$ cat config.mk
export PLATFORM = sky130hd
export DESIGN_NAME = instr_fetch_queue
export DESIGN_NICKNAME = d
export VERILOG_FILES = /design/src/rtl/ifq_pkg.sv /design/src/rtl/sync_fifo.sv /design/src/rtl/instr_fetch_queue.sv
export SDC_FILE = /design/constraint.sdc
export NUM_CORES = 1
export LEC_CHECK = 0
export ABC_CLOCK_PERIOD_IN_PS = 2500
export CORE_MARGIN = 2
export CORE_UTILIZATION = 52
export DETAILED_ROUTE_END_ITERATION = 7
export PLACE_DENSITY_LB_ADDON = 0.3
export SYNTH_ARGS = -nofsm -noshare
export SYNTH_HDL_FRONTEND = slang
export SYNTH_SLANG_ARGS = --single-unit
$ cat constraint.sdc
create_clock -name clk -period 2.5 [get_ports clk]
set_input_delay 0.5 -clock clk [delete_from_list [all_inputs] [get_ports clk]]
set_output_delay 0.5 -clock clk [all_outputs]
set_load 0.1 [all_outputs]
$ cat src/rtl/ifq_pkg.sv
// Shared definitions for the instruction fetch queue: widths, the halt opcode and
// the fetch FSM state encoding.
package ifq_pkg;

   localparam int ADDR_W = 8;
   localparam int DATA_W = 8;

   localparam logic [DATA_W-1:0] HLT_OPCODE = 8'hFF;

   typedef enum logic [1:0] {
      IDLE = 2'd0,
      REQ  = 2'd1,
      DROP = 2'd2
   } fetch_state_e;

endpackage

$ cat src/rtl/sync_fifo.sv
// DEPTH x WIDTH circular buffer with occupancy count and synchronous clear.
// DEPTH must be a power of two so the pointers wrap naturally.
module sync_fifo #(
   parameter int DEPTH = 4,
   parameter int WIDTH = 8
) (
   input  logic                     clk,
   input  logic                     rst,
   input  logic                     clear,
   input  logic                     push,
   input  logic [WIDTH-1:0]         push_data,
   input  logic                     pop,
   output logic [WIDTH-1:0]         head,
   output logic [$clog2(DEPTH):0]   count,
   output logic                     empty
);

   localparam int PTR_W = $clog2(DEPTH);
   localparam int CNT_W = PTR_W + 1;

   logic [WIDTH-1:0] mem_q [DEPTH];
   logic [PTR_W-1:0] wr_ptr_q, wr_ptr_d;
   logic [PTR_W-1:0] rd_ptr_q, rd_ptr_d;
   logic [CNT_W-1:0] count_q, count_d;
   logic             full;
   logic             do_push;
   logic             do_pop;

   assign empty   = (count_q == '0);
   assign full    = (count_q == CNT_W'(DEPTH));
   assign do_push = push && !full && !clear;
   assign do_pop  = pop && !empty && !clear;
   assign count   = count_q;
   assign head    = empty ? '0 : mem_q[rd_ptr_q];

   always_comb begin
      wr_ptr_d = wr_ptr_q;
      rd_ptr_d = rd_ptr_q;
      count_d  = count_q;
      if (clear) begin
         wr_ptr_d = '0;
         rd_ptr_d = '0;
         count_d  = '0;
      end else begin
         if (do_push) begin
            wr_ptr_d = wr_ptr_q + PTR_W'(1);
         end
         if (do_pop) begin
            rd_ptr_d = rd_ptr_q + PTR_W'(1);
         end
         if (do_push && !do_pop) begin
            count_d = count_q + CNT_W'(1);
         end else if (do_pop && !do_push) begin
            count_d = count_q - CNT_W'(1);
         end
      end
   end

   always_ff @(posedge clk) begin
      if (rst) begin
         wr_ptr_q <= '0;
         rd_ptr_q <= '0;
         count_q  <= '0;
      end else begin
         wr_ptr_q <= wr_ptr_d;
         rd_ptr_q <= rd_ptr_d;
         count_q  <= count_d;
      end
   end

   // Storage needs no reset: the head is masked to zero whenever the count is zero.
   always_ff @(posedge clk) begin
      if (do_push) begin
         mem_q[wr_ptr_q] <= push_data;
      end
   end

endmodule

$ cat src/rtl/instr_fetch_queue.sv
// Fetch stage: walks fetch_pc, issues single outstanding byte reads and queues the
// returned bytes for decode. Optional halt detection is enabled by IFQ_HALT_DETECT_EN.
module instr_fetch_queue
   import ifq_pkg::*;
#(
   parameter int                DEPTH      = 4,
   parameter logic [ADDR_W-1:0] RESET_ADDR = 8'h00
) (
   input  logic              clk,
   input  logic              rst,
   output logic              mem_req,
   output logic [ADDR_W-1:0] mem_addr,
   input  logic              mem_ack,
   input  logic [DATA_W-1:0] mem_data,
   output logic [DATA_W-1:0] instr,
   output logic              instr_valid,
   input  logic              instr_ready,
   input  logic              redirect,
   input  logic [ADDR_W-1:0] redirect_addr,
   output logic [ADDR_W-1:0] fetch_pc
`ifdef IFQ_HALT_DETECT_EN
   ,
   output logic              halted
`endif
);

   localparam int CNT_W = $clog2(DEPTH) + 1;

   fetch_state_e      state_q, state_d;
   logic [ADDR_W-1:0] fetch_pc_q, fetch_pc_d;
   logic              mem_req_q, mem_req_d;
   logic [ADDR_W-1:0] mem_addr_q, mem_addr_d;

   logic              fifo_push;
   logic              fifo_pop;
   logic              fifo_clear;
   logic [DATA_W-1:0] fifo_head;
   logic [CNT_W-1:0]  fifo_count;
   logic              fifo_empty;
   logic              response;
   logic              halt_block;

   sync_fifo #(
      .DEPTH (DEPTH),
      .WIDTH (DATA_W)
   ) u_fifo (
      .clk       (clk),
      .rst       (rst),
      .clear     (fifo_clear),
      .push      (fifo_push),
      .push_data (mem_data),
      .pop       (fifo_pop),
      .head      (fifo_head),
      .count     (fifo_count),
      .empty     (fifo_empty)
   );

   assign response    = mem_req_q && mem_ack;
   assign instr       = fifo_head;
   assign instr_valid = !fifo_empty;
   assign mem_req     = mem_req_q;
   assign mem_addr    = mem_addr_q;
   assign fetch_pc    = fetch_pc_q;

   // Redirect wins over everything except reset: it clears the queue, retargets
   // fetch_pc and turns an outstanding request into one whose data is thrown away.
   always_comb begin
      state_d    = state_q;
      fetch_pc_d = fetch_pc_q;
      mem_req_d  = mem_req_q;
      mem_addr_d = mem_addr_q;
      fifo_push  = 1'b0;
      fifo_pop   = instr_ready && !fifo_empty && !redirect;
      fifo_clear = redirect;

      case (state_q)
         IDLE: begin
            if (!redirect && (fifo_count < CNT_W'(DEPTH)) && !halt_block) begin
               state_d    = REQ;
               mem_req_d  = 1'b1;
               mem_addr_d = fetch_pc_q;
            end
         end
         REQ: begin
            if (response) begin
               state_d   = IDLE;
               mem_req_d = 1'b0;
               if (!redirect) begin
                  fifo_push  = 1'b1;
                  fetch_pc_d = fetch_pc_q + 8'd1;
               end
            end else if (redirect) begin
               state_d = DROP;
            end
         end
         DROP: begin
            if (response) begin
               state_d   = IDLE;
               mem_req_d = 1'b0;
            end
         end
         default: begin
            state_d   = IDLE;
            mem_req_d = 1'b0;
         end
      endcase

      if (redirect) begin
         fetch_pc_d = redirect_addr;
      end
   end

   always_ff @(posedge clk) begin
      if (rst) begin
         state_q    <= IDLE;
         fetch_pc_q <= RESET_ADDR;
         mem_req_q  <= 1'b0;
         mem_addr_q <= '0;
      end else begin
         state_q    <= state_d;
         fetch_pc_q <= fetch_pc_d;
         mem_req_q  <= mem_req_d;
         mem_addr_q <= mem_addr_d;
      end
   end

`ifdef IFQ_HALT_DETECT_EN
   logic halted_q, halted_d;

   // A queued HLT opcode stops further issue until decode redirects elsewhere.
   always_comb begin
      halted_d = halted_q;
      if (fifo_push && (mem_data == HLT_OPCODE)) begin
         halted_d = 1'b1;
      end
      if (redirect) begin
         halted_d = 1'b0;
      end
   end

   always_ff @(posedge clk) begin
      if (rst) begin
         halted_q <= 1'b0;
      end else begin
         halted_q <= halted_d;
      end
   end

   assign halted     = halted_q;
   assign halt_block = halted_q;
`else
   assign halt_block = 1'b0;
`endif

endmodule

; ---- After elaboration in Yosys (flattened, before gate mapping)
; Memory sizes are Yosys's and may differ from the RTL's. A register that Yosys moved wholly into a read port is not among the register bits.
; Cells that the tools add are included.
; Widths: inputs -> output; s select.
[op_classes]
eq_ne = 7
muxes = 21
n_addsub = 5
reduce_logical = 26
n_lt_le_gt_ge = 1
[ops]
columns = op, n
row1 = $mux 8, 4
row2 = $mux 2, 6
row3 = $logic_and 1x1->1, 10
row4 = $add 8x1->8 const B, 1
row5 = $mux 1, 7
row6 = $mux 3, 2
row7 = $pmux 2 s3, 1
row8 = $reduce_and 2->1, 3
row9 = $reduce_bool 2->1, 3
row10 = $logic_not 1->1, 5
row11 = $add 2x1->2 const B, 2
row12 = $ne 2x2->1 const B, 2
row13 = $reduce_or 2->1, 2
row14 = $add 3x1->3 const B, 1
row15 = $eq 3x3->1 const B, 1
row16 = $logic_not 3->1, 1
row17 = $lt 3x3->1 const B, 1
row18 = $ne 3x3->1 const B, 1
row19 = $reduce_and 3->1, 1
row20 = $sub 3x1->3 const B, 1
row21 = $eq 2x1->1 const B, 1
row22 = $eq 2x2->1 const B, 1
row23 = $logic_not 2->1, 1
row24 = $ne 2x1->1 const B, 1
row25 = $pmux 1 s2, 1
[word_totals]
mem_bits_rw = 32
elab_cells = 68
memories = 1
out_inout_bits = 26
reg_bits = 26
[mem_list]
columns = memory, depth, width, rd, rd_clocked_by_memory_dff, wr, line_no
row1 = u_fifo.mem_q, 4, 8, 1, 1, 1, sync_fifo.sv:21  ; logic [WIDTH-1:0] mem_q [DEPTH];

; ---- Logic depth before layout (Yosys ltp)
; Gate-level depths: netlist of run 1.
[depth]
ltp_word = 9
ltp_mapped = 10

; ---- By module
; Synthesis of run 1 repeated with hierarchy kept, for this count alone.
[hier_totals]
cells_unflattened = 205
area_unflattened_um2 = 2628.8
[by_module_without_submodules]
columns = mod, cells_per_inst, instances, area_per_inst_um2
row1 = sync_fifo, 103, 1, 1701.6
row2 = instr_fetch_queue, 102, 1, 927.1

; ---- Worst setup path before layout of run 1
; OpenSTA, ideal clock, no wires.
[synth_timing]
path_kind = register -> register
start = register mem_req_q (netlist: mem_req)
end = register u_fifo.count_q[2] (netlist: u_fifo.count[2])
t_required_ns = 2.430
stages_incl_launch_ff = 9
setup_ns = 0.070
synth_period_minus_slack_ns = 2.902
arrival_time_ns = 2.832
path_slack_ns = -0.402
cell_sequence = dfxtp_1 nand3_4 a211oi_4 ha_1 inv_1 fa_1 xor2_1 or3_1 a21oi_1
[synth_via]
elab_chain_cells = 8
elab_cells_between_ends = 10
classes_between = mux: 3 / reduce/logical: 7
[synth_lines]
columns = item, line_no
row1 = "start, declared", instr_fetch_queue.sv:31  ; logic mem_req_q, mem_req_d;
row2 = "start signal, assigned", instr_fetch_queue.sv:122  ; mem_req_q <= mem_req_d;
row3 = $logic_and 1x1->1 *, instr_fetch_queue.sv:58  ; assign response = mem_req_q && mem_ack;
row4 = $mux 1 *, instr_fetch_queue.sv:85  ; if (response) begin
row5 = $mux 1 *, instr_fetch_queue.sv:76  ; case (state_q)
row6 = $logic_and 1x1->1 * (2 in series), sync_fifo.sv:31  ; assign do_push = push && !full && !clear;
row7 = net u_fifo.do_push, sync_fifo.sv:26  ; logic do_push;
row8 = $logic_not 1->1, sync_fifo.sv:53  ; end else if (do_pop && !do_push) begin
row9 = $logic_and 1x1->1, sync_fifo.sv:53
row10 = $reduce_bool 2->1 (no line), -
row11 = "end signal, assigned", sync_fifo.sv:67  ; count_q <= count_d;
row12 = "end, declared", sync_fifo.sv:24  ; logic [CNT_W-1:0] count_q, count_d;
; Mark *: on every way through the listed nets, which the timed path passes. The rest lies on a longest branch.
; A chain may end at the register's enable or synchronous reset.

; ---- Final worst setup path of run 1
[layout_timing]
start = input port mem_ack
end = register u_fifo.count_q[2] (netlist: u_fifo.count[2])
[layout_via]
elab_chain_cells = 8
elab_cells_between_ends = 10
classes_between = mux: 3 / reduce/logical: 7
[layout_lines]
columns = item, line_no
row1 = "start, declared", instr_fetch_queue.sv:13  ; input logic mem_ack,
row2 = $logic_and 1x1->1 *, instr_fetch_queue.sv:58
row3 = $mux 1 *, instr_fetch_queue.sv:85
row4 = $mux 1 *, instr_fetch_queue.sv:76
row5 = $logic_and 1x1->1 * (2 in series), sync_fifo.sv:31
row6 = net u_fifo.do_push, sync_fifo.sv:26
row7 = $logic_not 1->1, sync_fifo.sv:53
row8 = $logic_and 1x1->1, sync_fifo.sv:53
row9 = $reduce_bool 2->1 (no line), -
; Marked as above.

==> impl_metrics.ini, run 1 <==
[worst_hold_path]
hold_class = register to register
hp-start = mem_addr[6]$_SDFFE_PP0P_

[synth]
synth_area_um2 = 2610
syn_avg_cell_area_um2 = 12.2
yosysWarnings = 0
yosys_register_bits = 60
async_flop_share_pct = 0
yosysSeqAreaShare_pct = 58.4
synth-edff-count = 32
syn_nets = 244
synth_cell_types = 32
synth_area_leaders = edfxtp_1 (37%), dfxtp_1 (22%), mux4_2 (6.9%)
synth_top_area_cell = edfxtp_1
synth_top_area_share_pct = 36.9
synthCells = 213
synth_top_flop_cell = edfxtp_1

[power]
leakagePower_uw = 0.00127
ir_drop_mv = 0.353
power.share.switching_pct = 28.0
p_sw_uw = 588
combinationalPowerShare_pct = 15.6
p_total_uw = 2100
p_per_area_nw_per_um2 = 627
seqPwrFrac_pct = 51.5
p_int_uw = 1510
p_clk_share_pct = 32.8

[clock_tree]
cts_setup_buffers = 0
cts_made_buffers = 9
clockBufferDepth = 2
cts_root_buf = clkbuf_8
cts.clk_slew.worst_paths_ns = 0.06
cts_num_sinks = 60
cts_tree = built
hold_buffers = 0
htreeDepth = 3
cts_resized = 0
insertion_delay_ns = 0.33

[critical_path]
critPathLaunch = mem_ack
start_kind = input pin
crit_family = buffers and inverters
critical_path.endpoint_type = register
worstPathRequired_ns = 2.77
crit_chain = clkdlybuf4s50_1, nand3_4, a211oi_4, ha_1, inv_1, fa_1, xor2_1, or3_1, a21oi_1
crit_type = input pin to register
critPathMaxFanout = 2
slowest_delay_ns = 0.52
cp_slowest_cell = clkdlybuf4s50_1
reg2reg_from = state_q[1]$_SDFFE_PP0P_
cp.arrival_ns = 2.58
crit_buf_inv = 2

[sta]
hold_ws_ns = 0.453
min_period_ns = 2.31
fin_tns_setup_ns = 0
finalSetupViolations = 0
slew_headroom_pct = 74.2
worst_pin_slew_ns = 0.387
fmax_ghz = 0.433
fin_worst_skew_ns = 0.00453
fin_crit_sh_pct = 92.4
rsz0062_at_grt = false
slew_viol_final = 0
final_hold_viol_count = 0

[global_routing]
grt_max_degree = 21
grt_usage_pct = 18.3
grt_overflow_total = 0
grt_pass1_wl_um = 7250
antenna_found_initial = 0
grt_pass1_vias = 1565

[finish]
layout_commonest_cell = edfxtp_1
layout-drive-gt1-share_pct = 23.8
final_cell_mix = edfxtp_1 (32), dfxtp_1 (27), buf_4 (26)
nets = 300
antenna_cells = 0
n_fill_cell = 349
syn2layout_area_growth_pct = 28.7

[detailed_routing]
drt_iter0_drc = 83
drt-wirelength-per-cell_um = 13.6
vias = 1676
avgViaCountPerCell = 4.93
drc = 0
drt_pass1_iterations = 4
finalWirelength_um = 4620
ant_nets = 0

[die]
die_area_um2 = 5590
io_pins = 47
coreArea_um2 = 4790
die_x_um = 74.8
chipHeight_um = 74.8
start_util_pct = 54.5
row_count = 25

[placed_design]
port_buffers = 46
dpl.hpwl_um = 3300
routabilityCongestion = 0.746

[run_status]
outcome = finished clean

[run]
cap_violations = 0
flip-flops by register name, summed over array words and instances (netlist names), named ones only:
signal	flops
u_fifo.mem_q	32
fetch_pc	8
mem_addr	8
u_fifo.count	3
state_q	2
u_fifo.rd_ptr_q	2
u_fifo.wr_ptr_q	2
mem_req	1
cell usage after synthesis, types with 4 or more instances:
master     n
edfxtp_1  32
dfxtp_1   28
nand2_1   23
a21oi_1   16
nor2_1    14
inv_1     11
and2_1     9
ha_1       9
mux4_2     8
xor2_1     8
o21a_1     7
mux2i_1    5
o21ai_0    5
and2_2     4
clkbuf_1   4
xnor2_1    4
stage by stage:
| step | std cells | utilization (%) | instance area [µm²] | setup WS [ns] |
|---|---|---|---|---|
| finish | 340 | 70.1 | 3350 | 0.191 |
| global route | 340 | 70.1 | 3350 | 0.0858 |
| CTS | 340 | 70.1 | 3350 | 0.202 |
| detailed placement | 325 | 67.0 | 3200 | -0.149 |
| global placement | 325 | 67.0 | 3200 | -0.116 |
| floorplan | 213 | - | 2610 | 0.166 |
cell type report:
type / instances / area (µm²) / area share [%]
clock buffers: 12 / 135 / 4.03
well taps: 67 / 83.8 / 2.50
inverters: 11 / 41.3 / 1.23
repair buffers: 54 / 556 / 16.6
flip-flops and latches: 60 / 1530 / 45.5
multi-input cells: 133 / 998 / 29.8
clock inverters: 3 / 15.0 / 0.448
layer usage:
layer | up-vias | global-route usage (%) | wire length [µm]
met5 | - | 0 | 0
met3 | 6 | 6.96 | 199
met2 | 31 | 27.6 | 2300
met1 | 790 | 23.8 | 2040
met4 | 0 | 7.74 | 80
li1 | 849 | - | -
power by group through the flow:
stage	registers [µW]	logic, µW	clock network [µW]
6_report	1080	329	691
3_3_place_gp	1100	325	0
2_1_floorplan	1230	110	0
3_5_place_dp	1100	331	0
5_1_grt	1090	352	748
4_1_cts	1080	332	714
logic make-up (layout without fill, tap and decap cells):
logic type	Yosys count	in the layout	synth area share, %
xor gates and xnor gates	12	12	4.03
and+or+nand+nor	69	69	13.5
buffers and inverters	20	80	3.31
muxes	13	13	8.83
DFF	60	60	58.4
adders and majority gates	10	10	5.09
AOI/OAI and AO/OA	29	29	6.82
worst paths after layout:
path	slack (ns)	depth (start not counted)	endpoint
setup reg to reg	0.23	10	u_fifo.count[2]$_SDFFE_PP0P_
hold reg to reg	0.45	2	mem_addr[6]$_SDFFE_PP0P_
setup / recovery	0.19	9	u_fifo.count[2]$_SDFFE_PP0P_
hold / removal	0.45	2	mem_addr[6]$_SDFFE_PP0P_
worst min-delay path, cell delays in order (launching register included):
cell and delay, ns:
dfxtp_1 0.31, nand2_1 0.05, a21oi_1 0.05
Note: power is estimated with default switching activity, not from simulation.
==> run 2: changes to the inputs <==
Settings changed: CORE_UTILIZATION 52 to 50.
==> run 2 against run 1 <==
Sequential cell count is the same; sequential share of layout area shrank 0.15 points; non-clock buffer count is the same; sequential power is essentially flat; highest routed layer unchanged; final cell count grew 1.2%; combinational power is essentially flat; hold slack gained 0.0024 ns; utilization shrank 3.8 points; critical endpoint unchanged; setup slack lost 0.028 ns.
==> impl_metrics.ini, run 2 (same netlist as run 1, synthesis figures left out) <==
[run_status]
outcome = finished clean

[global_routing]
grt_overflow_total = 0
grt_usage_pct = 17.9
grt_max_degree = 17
grt_pass1_wl_um = 8030
antenna_found_initial = 0
grt_pass1_vias = 1706

[detailed_routing]
drt_iter0_drc = 152
drt-wirelength-per-cell_um = 13.7
ant_nets = 0
avgViaCountPerCell = 4.99
finalWirelength_um = 4720
drt_pass1_iterations = 4
vias = 1715
drc = 0

[finish]
nets = 300
largest_reg_flops = 32
regMostFlops = u_fifo.mem_q
syn2layout_area_growth_pct = 29.1
finalNonFillerCells = 344
layout_commonest_cell = edfxtp_1
layout-drive-gt1-share_pct = 24.1
final_cell_mix = edfxtp_1 (32), dfxtp_1 (27), buf_4 (26)
antenna_cells = 0

[power]
ir_drop_mv = 0.266
leakagePower_uw = 0.00127
p_per_area_nw_per_um2 = 628

[run]
cap_violations = 0

[critical_path]
cp.arrival_ns = 2.59
crit_type = input pin to register
critical_path.endpoint_type = register
start_kind = input pin
critPathMaxFanout = 2
worstPathRequired_ns = 2.76

[placed_design]
port_buffers = 46
dp_slack_ns = -0.169
dpl.hpwl_um = 3350
dp_cells = 328
routabilityCongestion = 0.778

[clock_tree]
insertion_delay_ns = 0.33
cts_tree = built
cts_setup_buffers = 0
hold_buffers = 0
cts_root_buf = clkbuf_8
htreeDepth = 3
cts_num_sinks = 60
cts.clk_slew.worst_paths_ns = 0.07
cts_made_buffers = 9
clockBufferDepth = 2
cts_resized = 0

[sta]
slew_viol_final = 0
final_hold_viol_count = 0
fin_worst_skew_ns = 0.0101
slew_headroom_pct = 72.9
fin_tns_setup_ns = 0
rsz0062_at_grt = false
fmax_ghz = 0.428
fin_crit_sh_pct = 93.5
worst_pin_slew_ns = 0.406
fin_ws_ns = 0.163
finalSetupViolations = 0
min_period_ns = 2.34

[die]
coreArea_um2 = 5070
row_count = 26
chipHeight_um = 76.2
die_area_um2 = 5810
die_x_um = 76.2
start_util_pct = 51.4
io_pins = 47

[worst_hold_path]
hold_class = register to register
-- run 2: changes by cell type in the layout (fill, tap and decap cells not counted), sizes merged --
cell / before / now
clkbuf: 12 / 9
clkinvlp: 0 / 1
clkinv: 3 / 6
-- run 2: cell type report --
type	count	area [µm²]
flip-flops and latches	60	1530
multi-input cells	133	998
well taps	70	87.6
clock buffers	9	124
repair buffers	54	556
inverters	11	41.3
clock inverters	7	33.8
fillers	405	1710
-- run 2: metal layers --
layer	vias up	GRT usage (%)	wire length, µm
met5	-	0	0
met4	0	7.09	49
met3	4	5.69	178
met2	31	29.9	2380
met1	834	21.6	2110
li1	846	-	-
-- run 2: worst max-delay path, cell delays in order --
cell and delay [ns]:
clkdlybuf4s50_1 0.53, nand3_4 0.10, a211oi_4 0.24, ha_1 0.21, inv_1 0.06, fa_1 0.37
xor2_1 0.16, or3_1 0.30, a21oi_1 0.13
-- run 2: final timing paths --
kind	startpoint	end	slack (ns)	cells past startpoint
max	mem_ack	u_fifo.count[2]$_SDFFE_PP0P_	0.16	9
min	mem_addr[0]$_SDFFE_PP0P_	mem_addr[0]$_SDFFE_PP0P_	0.46	2
max reg2reg	state_q[1]$_SDFFE_PP0P_	u_fifo.count[2]$_SDFFE_PP0P_	0.19	10
min reg2reg	mem_addr[0]$_SDFFE_PP0P_	mem_addr[0]$_SDFFE_PP0P_	0.46	2
-- run 2: power by group --
part	total (µW)	switching [µW]	internal, µW	leakage (µW)
sequential	1080	23.3	1060	0.000517
combinational	330	225	104	0.000669
clock	702	359	343	0.0000813
total	2110	607	1510	0.00127
-- run 2: through the flow --
stage               hold WS [ns]  total power, µW  area (µm²)  util [%]
global route               0.479             2210        3370      66.3
global placement           0.444             1430        3210      63.2
finish                     0.456             2110        3370      66.3
CTS                        0.458             2130        3370      66.3
floorplan                  0.466             1340        2610         -
detailed placement         0.448             1430        3210      63.2
==> run 3: changes to the inputs <==
Settings changed: ABC_CLOCK_PERIOD_IN_PS 2500 to 2600.
Clock period 2.5 ns to 2.6 ns, I/O delays scaled along.
==> run 3 against run 2 <==
Sequential share of layout area fell by 0.36 points; hold slack got worse by 0.0014 ns; combinational power is 4% lower; via count down 1.6%; sequential cell count is the same; clock skew is 0.0053 ns lower; register-to-register slack improved by 0.15 ns; clock-buffer cell count unchanged; final area up 0.63%.
==> impl_metrics.ini, run 3 (same netlist as run 1, synthesis figures left out) <==
[clock_tree]
cts_tree = built
cts_num_sinks = 60
cts_root_buf = clkbuf_8
clockBufferDepth = 2
cts_resized = 0
cts.clk_slew.worst_paths_ns = 0.06
cts_setup_buffers = 0
htreeDepth = 3
cts_made_buffers = 9
hold_buffers = 0
insertion_delay_ns = 0.33

[critical_path]
cp.arrival_ns = 2.60
cp_slowest_cell = clkdlybuf4s50_1
slowest_delay_ns = 0.53
crit_type = input pin to register
crit_chain = clkdlybuf4s50_1, nand3_4, a211oi_4, ha_1, inv_1, fa_1, xor2_1, or3_1, a21oi_1
reg2reg_from = state_q[1]$_SDFFE_PP0P_
crit_family = buffers and inverters
critPathLaunch = mem_ack
r2r_slack_ns = 0.34
worstPathRequired_ns = 2.86
critical_path.endpoint_type = register
crit_buf_inv = 2
start_kind = input pin
critPathMaxFanout = 2

[die]
io_pins = 47
row_count = 26
die_x_um = 76.2
chipHeight_um = 76.2
coreArea_um2 = 5070
start_util_pct = 51.4
die_area_um2 = 5810

[sta]
finalSetupViolations = 0
slew_headroom_pct = 74.8
fmax_ghz = 0.429
hold_ws_ns = 0.454
min_period_ns = 2.33
rsz0062_at_grt = false
final_hold_viol_count = 0
fin_ws_ns = 0.267
fin_worst_skew_ns = 0.00474
fin_crit_sh_pct = 89.7
slew_viol_final = 0
worst_pin_slew_ns = 0.377

[finish]
antenna_cells = 0
finalNonFillerCells = 344
nets = 300
regMostFlops = u_fifo.mem_q
syn2layout_area_growth_pct = 30.0
layout_commonest_cell = edfxtp_1
largest_reg_flops = 32
n_fill_cell = 398
layout-drive-gt1-share_pct = 24.5
final_cell_mix = edfxtp_1 (32), dfxtp_1 (27), buf_4 (26)

[power]
p_per_area_nw_per_um2 = 630
ir_drop_mv = 0.388
p_total_uw = 2130
leakagePower_uw = 0.00128

[global_routing]
grt_usage_pct = 18.1
grt_pass1_vias = 1676
grt_pass1_wl_um = 8140
antenna_found_initial = 0
grt_max_degree = 20
grt_overflow_total = 0

[placed_design]
dp_slack_ns = -0.0840
port_buffers = 46
dpl.hpwl_um = 3370
routabilityCongestion = 0.754
dp_cells = 328

[detailed_routing]
ant_nets = 0
vias = 1688
avgViaCountPerCell = 4.91
drc = 0
drt_pass1_iterations = 4
drt-wirelength-per-cell_um = 13.8
drt_iter0_drc = 96
finalWirelength_um = 4730

[worst_hold_path]
hp-start = mem_addr[0]$_SDFFE_PP0P_
hold_class = register to register

[run]
cap_violations = 0

[run_status]
outcome = finished clean
==> run 3: cell count changes in the layout (fill, tap and decap cells not counted) <==
cell        change
bufinv_16       +1
clkinv_1        -1
clkinv_2        +1
clkinvlp_4      -1
dfxtp_2         +1
dfxtp_4         -1
==> run 3: layout make-up <==
cell class | count | area [µm²] | share of cell area (%)
multi-input cells | 133 | 998 | 29.5
clock inverters | 7 | 57.6 | 1.70
inverters | 11 | 41.3 | 1.22
well taps | 70 | 87.6 | 2.59
clock buffers | 9 | 124 | 3.66
flip-flops and latches | 60 | 1520 | 45.0
repair buffers | 54 | 556 | 16.4
==> run 3: worst reg2reg max path: cells and delay by family, from the launching register on <==
family,cells,cell delay [ns]
adders and majority gates,3,0.83
and+or+nand+nor,2,0.41
xor gates and xnor gates,1,0.15
buffers and inverters,2,0.12
DFF,1,0.32
AOI/OAI and AO/OA,2,0.37
==> run 3: per-stage QoR <==
stage / instance area, µm² / setup TNS, ns / util [%]
2_1_floorplan: 2610 / 0 / -
3_3_place_gp: 3210 / -0.0283 / 63.2
3_5_place_dp: 3210 / -0.0840 / 63.2
4_1_cts: 3390 / 0 / 66.7
5_1_grt: 3390 / 0 / 66.7
6_report: 3390 / 0 / 66.7
==> run 3: path summary, 6_finish.rpt <==
kind | to | cells after the start
worst min register to register | mem_addr[0]$_SDFFE_PP0P_ | 2
worst max-delay path | u_fifo.count[2]$_SDFFE_PP0P_ | 9
worst max register to register | u_fifo.count[2]$_SDFFE_PP0P_ | 10
worst min-delay path | mem_addr[0]$_SDFFE_PP0P_ | 2
==> run 3: layer usage <==
layer | part of all wire [%] | track usage (%)
met1 | 45 | 22.9
met2 | 50 | 29.0
met3 | 3.4 | 5.45
met4 | 1.4 | 7.82
met5 | 0 | 0
==> run 3: power by group <==
group	switching [µW]	internal [µW]	total, µW
clock	348	429	777
sequential	22.3	1020	1040
combinational	216	100	316
==> edit, RTL diff (settings of run 2) <==
The 3 states of `fetch_state_e` get a one-hot encoding in 3 bits.
--- a/src/rtl/ifq_pkg.sv
+++ b/src/rtl/ifq_pkg.sv
@@ -9,6 +9,6 @@
 
-   typedef enum logic [1:0] {
-      IDLE = 2'd0,
-      REQ  = 2'd1,
-      DROP = 2'd2
+   typedef enum logic [2:0] {
+      IDLE = 3'b001,
+      REQ  = 3'b010,
+      DROP = 3'b100
    } fetch_state_e;
Check against the original RTL: no difference found for any inputs over 10 cycles, from zero or initial values and one cycle with rst high; not proved beyond that.
==> edit against run 2 <==
  * Total power is 3.8% higher
  * Worst setup slack better by 0.021 ns
  * Area after synthesis increased by 1.3%
  * Final area grew 3.1%
  * Wire length up 4.7%
  * Non-clock buffer count grew 5
  * Sequential cell count grew 1
  * Critical path depth decreased by 1
==> edit: results (changes against run 2) <==
top cells by area, synth=edfxtp_1, dfxtp_1, mux4_2; largest fanout on the critical path=2 (unchanged); overall power=2.195 mW (+3.8%); pin count of the biggest net entering global routing=22 (+5); placed instance count=322 (-1.8%); first-pass GRT wire length=8.293 mm (+3.3%); post-DP HPWL=3.504 mm (+4.5%); vias in the first global route=1,659 (-2.8%); Final Core Density=67.93% (+1.6 points); Finished Layout Cells=339 (-1.5%); clock power share=37.7% (+4.5 points); global placement routability congestion=0.7713 (-0.81%); share of cells above drive strength 1=27.88% (+3.8 points); DR iter-0 viols=92 (-39%); Root Buffer=clkbuf_8; Hold Crit Class=flip-flop to flip-flop; delay-heaviest family, CP=adder cells; Routed Wire Length=4.940 mm (+4.7%); post-synth cell types=34 (+6.3%); switching pwr=582.3 uW (-4.1%); GRT Total Usage=18.74% (+0.85 points); status=complete, no violations; ys async rst share=0% (unchanged); Leak=1.359 nW (+7.2%); most flop-heavy register=u_fifo.mem_q; Area after DPL=3267 sq um (+1.8%); Post-synth EDFFs=32 (unchanged); crit path max-delay cell type=clkdlybuf4s50_1; VDD IR-drop max=0.4498 mV (+69%); CP max stage delay=0.46 ns (-0.07 ns); syn_nets=234 (-4.1%); Post-Syn Area per Cell=12.82 sq um (+4.8%); Post-layout nets=292 (-2.7%); sequential element share of the synthesized area=58.36% (about the same); Clock Latency Late Sink=0.33 ns (about the same); CTS H-tree depth=3 (unchanged); clock skew=0.01096 ns (+0.0008855 ns); Filler cells=366 (-9.6%); clock buffer depth=2 (unchanged); combinational gate power=274 uW (-17%); most numerous cell in the Yosys netlist=edfxtp_1; max reg flops=32 (unchanged); routed vias/inst=5.068 (+1.7%); Synth top cells by count=edfxtp_1, dfxtp_1, nor2_1; Place WS=-0.1920 ns (-0.02292 ns); CTS Buf Count=9 (unchanged); Rel. slew slack=74.18% (+1.3 points)
## edit: cell families (layout without fill, tap and decap cells)
family | count (synthesis) | in the layout | share of synthesized area, %
muxes | 18 | 18 | 10.61
DFF | 61 | 61 | 58.36
adders and majority gates | 7 | 7 | 3.600
AOI/OAI and AO/OA | 25 | 25 | 6.963
and+or+nand+nor | 60 | 60 | 12.74
buffers and inverters | 23 | 86 | 3.742
xor gates and xnor gates | 12 | 12 | 3.979
## edit: worst paths after layout
check	startpoint	end	slack, ns	cells after the start
setup / recovery	redirect	u_fifo.count[2]$_SDFFE_PP0P_	0.18	8
hold / removal	mem_addr[4]$_SDFFE_PP0P_	mem_addr[4]$_SDFFE_PP0P_	0.50	2
setup reg to reg	state_q[1]$_SDFFE_PP0P_	u_fifo.count[2]$_SDFFE_PP0P_	0.21	8
hold reg to reg	mem_addr[4]$_SDFFE_PP0P_	mem_addr[4]$_SDFFE_PP0P_	0.50	2
## edit: area by class of cell
type	instances	area (sq um)	share of cell area [%]
tap	70	87.58	2.524
timing repair buffer	59	595.6	17.17
clock buffer	9	123.9	3.570
clock inverter	7	66.31	1.911
sequential	61	1545	44.54
multi-input combinational	122	1010	29.10
inverter	11	41.29	1.190
## edit: tightest hold or removal path, cell delays in order (launching register included)
cell     delay [ns]
dfxtp_1        0.33
mux2i_1        0.06
nor2_1         0.07
## edit: timing repair
| item | CTS | global route |
|---|---|---|
| resized for setup | 0 | 2 |
| hold endpoints to repair | 0 | 0 |
| buffers inserted | 0 | 1 |
| hold buffers | 0 | 0 |
| endpoints found under the setup margin | 0 | 1 |
## edit: metal layers
layer	up-vias	wire length, microns	GRT usage, %	share of wire (%)
met4	0	72	8.727	1.5
met1	822	2176	23.54	44
met3	7	166	5.412	3.4
li1	853	-	-	-
met2	36	2525	30.00	51
met5	-	0	0	0
